===== src/rtl/masked_muxn_gadget.sv =====
// Masked N:1 word multiplexer built from a binary tree of HPC2-based two-input masked muxes.
// Every value stays d-share Boolean masked. Each tree stage costs two cycles.
module masked_muxn_gadget #(
    parameter int unsigned d    = 2,
    parameter int unsigned word = 13,
    parameter int unsigned N    = 4,
    localparam int unsigned SEL = $clog2(N),
    localparam int unsigned NR  = (N - 1) * word * d * (d - 1) / 2
) (
    input  logic                  clk,
    input  logic                  rst_n,
    input  logic                  in_valid,
    input  logic [N*d*word-1:0]   in_data,
    input  logic [SEL*d-1:0]      in_sel,
    input  logic [NR-1:0]         rnd,
    output logic [d*word-1:0]     out_data,
    output logic                  out_valid,
    output logic                  out_busy
);

    localparam int unsigned DW = d * word;
    localparam int unsigned R  = d * (d - 1) / 2;
    localparam int unsigned L  = 2 * SEL;

    // Offset of the random bit shared by the unordered share pair (i, j), i < j.
    function automatic int unsigned pidx(input int unsigned i, input int unsigned j);
        return i * d - (i * (i + 1)) / 2 + (j - i - 1);
    endfunction

    // Tree nodes: leaves first, then each stage's outputs; the last node is the root.
    logic [DW-1:0] node [2*N-1];

    for (genvar i = 0; i < N; i++) begin : g_leaf
        assign node[i] = in_data[i*DW +: DW];
    end

    for (genvar s = 0; s < SEL; s++) begin : g_stage
        localparam int unsigned M     = N >> (s + 1);
        localparam int unsigned IOFF  = 2 * N - ((2 * N) >> s);
        localparam int unsigned OOFF  = 2 * N - ((2 * N) >> (s + 1));
        localparam int unsigned RBASE = (N - (N >> s)) * word * R;

        // sc_q[2s] carries select bit s delayed 2s+1 cycles, matching this stage's x_q.
        logic [d-1:0] sc_q [2*s+1];

        always_ff @(posedge clk or negedge rst_n) begin
            if (!rst_n) begin
                for (int unsigned k = 0; k < 2 * s + 1; k++) sc_q[k] <= '0;
            end else begin
                sc_q[0] <= in_sel[s*d +: d];
                for (int unsigned k = 1; k < 2 * s + 1; k++) sc_q[k] <= sc_q[k-1];
            end
        end

        for (genvar m = 0; m < M; m++) begin : g_mux
            logic [DW-1:0] lo, hi;
            logic [DW-1:0] x_q, lo1_q, lo2_q;
            logic [DW-1:0] and_o;

            assign lo = node[IOFF + 2*m];
            assign hi = node[IOFF + 2*m + 1];

            always_ff @(posedge clk or negedge rst_n) begin
                if (!rst_n) begin
                    x_q   <= '0;
                    lo1_q <= '0;
                    lo2_q <= '0;
                end else begin
                    x_q   <= hi ^ lo;
                    lo1_q <= lo;
                    lo2_q <= lo1_q;
                end
            end

            for (genvar b = 0; b < word; b++) begin : g_hpc2
                localparam int unsigned RB = RBASE + (m * word + b) * R;

                logic [d-1:0] a_q;
                logic [d-1:0] na_d [d];
                logic [d-1:0] na_q [d];
                logic [d-1:0] bm_d [d];
                logic [d-1:0] bm_q [d];
                logic [d-1:0] c;
                logic         r;

                // Diagonal terms: na is zero and bm holds the plain b_i share.
                always_comb begin
                    r = 1'b0;
                    for (int unsigned i = 0; i < d; i++) begin
                        na_d[i] = '0;
                        bm_d[i] = '0;
                    end
                    for (int unsigned i = 0; i < d; i++) begin
                        for (int unsigned j = 0; j < d; j++) begin
                            if (i == j) begin
                                bm_d[i][j] = x_q[b*d + j];
                            end else begin
                                r = (i < j) ? rnd[RB + pidx(i, j)] : rnd[RB + pidx(j, i)];
                                na_d[i][j] = ~sc_q[2*s][i] & r;
                                bm_d[i][j] = x_q[b*d + j] ^ r;
                            end
                        end
                    end
                end

                always_ff @(posedge clk or negedge rst_n) begin
                    if (!rst_n) begin
                        a_q <= '0;
                        for (int unsigned i = 0; i < d; i++) begin
                            na_q[i] <= '0;
                            bm_q[i] <= '0;
                        end
                    end else begin
                        a_q  <= sc_q[2*s];
                        na_q <= na_d;
                        bm_q <= bm_d;
                    end
                end

                always_comb begin
                    c = '0;
                    for (int unsigned i = 0; i < d; i++) begin
                        for (int unsigned j = 0; j < d; j++) begin
                            c[i] = c[i] ^ na_q[i][j] ^ (a_q[i] & bm_q[i][j]);
                        end
                    end
                end

                assign and_o[b*d +: d] = c;
            end

            assign node[OOFF + m] = and_o ^ lo2_q;
        end
    end

    logic [L-1:0] v_q;

    always_ff @(posedge clk or negedge rst_n) begin
        if (!rst_n) v_q <= '0;
        else        v_q <= {v_q[L-2:0], in_valid};
    end

    assign out_data  = node[2*N-2];
    assign out_valid = v_q[L-1];
    assign out_busy  = |v_q;

endmodule


===== config.mk =====
export PLATFORM = sky130hd
export DESIGN_NAME = masked_muxn_gadget
export DESIGN_NICKNAME = d
export VERILOG_FILES = /design/src/rtl/masked_muxn_gadget.sv
export SDC_FILE = /design/constraint.sdc
export NUM_CORES = 1
export LEC_CHECK = 0
export BUFFER_PORTS_ARGS = -buffer_cell sky130_fd_sc_hd__buf_4
export CORE_MARGIN = 3
export CORE_UTILIZATION = 40
export CTS_BUF_LIST = sky130_fd_sc_hd__clkbuf_16
export DETAILED_ROUTE_END_ITERATION = 12
export GPL_TIMING_DRIVEN = 0
export PLACE_DENSITY = 0.66
export SLEW_MARGIN = 20
export SYNTH_ARGS = -nofsm -noshare
export SYNTH_HDL_FRONTEND = slang
export SYNTH_SLANG_ARGS = --single-unit

===== constraint.sdc =====
create_clock -name clk -period 2.1 [get_ports clk]
set_clock_uncertainty 0.2 [all_clocks]
set_input_delay 0.21 -clock clk [delete_from_list [all_inputs] [get_ports clk]]
set_output_delay 0.21 -clock clk [all_outputs]
set_load 0.05 [all_outputs]

==> reports/results.ini <==
[placement]
dpl_worst_slack_ns=-0.133
global_placement_routability_congestion=0.716
place.port_buffers=177
dp_hpwl_um=19200
placed_area_mm2=0.0187

[drt]
remaining_drc_errors=0
drt_pre_antenna_iters=4
routed_wl_um=31600
detail_route.iter0.violations=278
vias_per_cell=4.15
detail-route-antenna-nets=0
route.detailed.wl_per_inst_um=15.8
vias=8298

[timing]
timing.final.crit_period_ns=2.14
hold_viol=0
timing.final.ws_setup_ns=-0.0412
final-setup-viol-count=5
fmax_mhz=467
setup_repair_after_global_routing_missed_its_margin=true
measured_slew_at_the_worst_slew_check_pin_ns=0.878
holdWs_ns=0.0581
max-slew-margin-rel_pct=41.4
fin_max_slew_vios=0
final_min_period_over_clock_period_pct=102

[critical_path]
critical_path_required_ns=1.69
critical_path_peak_fanout=5
cp_num_buf_inv=2
timing.critical_path.to_type=output port
cpPeakStageDelay_ns=0.48
timing.critical_path.cells=buf_12, nand2_2, xnor2_2, buf_6
critPathTopFamily=flip-flops
worstPathArrival_ns=1.73
highest_delay_cell_along_the_critical_path=sky130_fd_sc_hd__dfrtp_2
critical_path_class=register to output port
setup.worst_path.start_class=register

[worst_hold_path]
timing.hold.worst.class=primary input to async pin

[synthesis]
summed_instance_area_of_the_synthesized_netlist_mm2=0.0165
area_share_of_the_largest_cell_type_after_synthesis_pct=73.2
synth-seq-cells=484
yosysUniqueCellTypes=12
biggest_area_contributors_in_the_synthesized_netlist=sky130_fd_sc_hd__dfrtp_1, sky130_fd_sc_hd__xor2_1, sky130_fd_sc_hd__xnor2_1
synthesis.instances=1045
seq_area_frac_synth_pct=73.2
syn-num-nets=1195
synthesis.area_per_instance_um2=15.8
yosys_warnings=0
synth.largest_area_cell=sky130_fd_sc_hd__dfrtp_1

[power]
share_comb_of_total_power_pct=23.3
cellPowerDensity_mw_per_mm2=1230
power_frac_clock_pct=34.2
leakage_uw=0.0104
power_uw=27500
seqPwrFrac_pct=42.4
p_sw_uw=7880
irDropWorstVdd_mv=0.841
cellInternalPower_uw=19600
power.switching_fraction_pct=28.7

[global_routing]
grt_antenna_before_repair=2
grt_pass1_wl_um=49300
via_count_of_the_first_global_routing_pass=9001
grt_max_degree=109
grt.total_usage_pct=14.7
grt-ovfl-total=0

[clocking]
tritoncts.num_buffers=49
cts-htree-levels=2
cts.clk_slew.worst_paths_ns=0.06
cts_tree=yes
cts_num_sinks=484
cts_root_buf=sky130_fd_sc_hd__clkbuf_16
cts_buffer_depth=3
clock_latency_ns=0.56

[floorplan]
io-pin-count=178
core_area_mm2=0.0403
placementRows=73
die_w_um=209
initial_core_util_pct=41.1
die_height_um=209
design.die.area_mm2=0.0438

[final_layout]
nFillCells=3105
area_delta_synth_final_pct=35.5
drive_above_1_share_pct=22.6
final_nets=1581
sequential_cell_area_mm2=0.0121
multi_input_area_mm2=0.00462
postLayoutCellArea_mm2=0.0224

[outcome]
violated_checks=negative setup slack
status=finished, violations left

[job]
maxCapViolCount=0

## power groups by stage
stage          Combinational [µW]  Clock (µW)  Sequential (µW)
6_report                     6410        9410            11700
5_1_grt                      6860       10000            11800
4_1_cts                      5930        9660            11700
3_5_place_dp                 5380           0            11800
3_3_place_gp                 5310           0            11800
2_1_floorplan                3710           0            11700
## routing by layer
metal	share of wire (%)	GRT usage, %
met5	0	0
met3	3.2	2.51
met2	55	26.5
met4	2.6	5.17
met1	39	17.8
## cells in the mapped netlist (all sizes together)
library cell / number
dfrtp: 484
xor2: 260
xnor2: 130
nand2: 78
nor2b: 78
buf: 8
clkbuf: 6
or4: 1
## cell usage in the layout (no fill, tap or decap)
cell,instances
sky130_fd_sc_hd__xnor2_1,96
sky130_fd_sc_hd__buf_16,4
sky130_fd_sc_hd__dlygate4sd3_1,149
sky130_fd_sc_hd__buf_6,26
sky130_fd_sc_hd__buf_8,1
sky130_fd_sc_hd__inv_1,7
sky130_fd_sc_hd__bufinv_16,13
sky130_fd_sc_hd__inv_8,2
sky130_fd_sc_hd__clkbuf_1,2
sky130_fd_sc_hd__nand2_2,7
sky130_fd_sc_hd__clkinv_4,1
sky130_fd_sc_hd__clkbuf_2,4
sky130_fd_sc_hd__nor2b_1,78
sky130_fd_sc_hd__xnor2_2,32
sky130_fd_sc_hd__clkinvlp_4,3
sky130_fd_sc_hd__xor2_1,257
sky130_fd_sc_hd__xor2_2,3
sky130_fd_sc_hd__xnor2_4,2
sky130_fd_sc_hd__clkinv_1,9
sky130_fd_sc_hd__buf_4,157
sky130_fd_sc_hd__clkinv_2,5
sky130_fd_sc_hd__dfrtp_2,2
sky130_fd_sc_hd__inv_6,2
sky130_fd_sc_hd__buf_12,4
sky130_fd_sc_hd__dfrtp_1,482
sky130_fd_sc_hd__diode_2,2
sky130_fd_sc_hd__clkbuf_16,51
sky130_fd_sc_hd__nand2_4,12
sky130_fd_sc_hd__nand2_1,59
sky130_fd_sc_hd__or4_4,1
## per-stage QoR
stage / instances / TNS, ns / utilization [%]
global placement: 1747 / -1917.45 / 46.0
finish: 1998 / -0.0772 / 55.6
floorplan: 1045 / 0 / -
detailed placement: 1752 / -1.19 / 46.3
CTS: 1994 / -0.228 / 54.9
global route: 1998 / -1.34 / 55.6
## worst reg2reg max path, cell delays in order (launching register included)
cell	delay, ns
sky130_fd_sc_hd__dfrtp_1	0.66
sky130_fd_sc_hd__clkbuf_1	0.72
sky130_fd_sc_hd__nor2b_1	0.13
## final timing paths
kind | slack, ns | start | endpoint | depth (start not counted)
max in group asynchronous | 0.33 | rst_n | g_stage[1].g_mux[0].g_hpc2[6].na_q[0] | 4
max | -0.04 | g_stage[1].g_mux[0].g_hpc2[9].a_q[1] | out_data[19] | 4
min reg2reg | 0.15 | g_stage[0].g_mux[1].lo1_q[8] | g_stage[0].g_mux[1].lo2_q[8] | 0
min in group clk | 0.10 | in_sel[1] | g_stage[0].sc_q[1] | 2
max reg2reg | 0.23 | g_stage[0].sc_q[1] | g_stage[0].g_mux[0].g_hpc2[12].na_q[0] | 2
min | 0.06 | rst_n | g_stage[0].g_mux[1].x_q[2] | 2
## cell families after synthesis
logic type / share of synthesized area (%)
XOR/XNOR: 21.3
buffers and inverters: 0.711
flip-flops: 73.2
AND/OR/NAND/NOR: 4.80
## area by class of cell
cell class	instances	share of cell area (%)
sequential	484	54.1
multi-input combinational	547	20.6
timing repair buffer	335	13.8
clock buffer	49	5.47
tap	525	2.93
clock inverter	42	2.44
buffer	14	0.681
antenna	2	0.0223
## state kept, by name, indices dropped and copies added (netlist names)
| register | flops |
|---|---|
| g_stage.g_mux.x_q | 78 |
| g_stage.g_mux.lo2_q | 78 |
| g_stage.g_mux.lo1_q | 78 |
| g_stage.sc_q | 8 |
| g_stage.g_mux.g_hpc2.a_q | 4 |
| g_stage.g_mux.g_hpc2.na_q | 78 |
| g_stage.g_mux.g_hpc2.bm_q | 156 |
| v_q | 4 |
## timing repair
action	in CTS	in global routing
pin swaps	0	14
endpoints found under the hold margin	355	0
setup endpoints to repair	43	20
buffers inserted	2	0
hold buffers	149	0
gates cloned	0	2
resized for setup	37	51
Power figures use the tool's default switching activity.
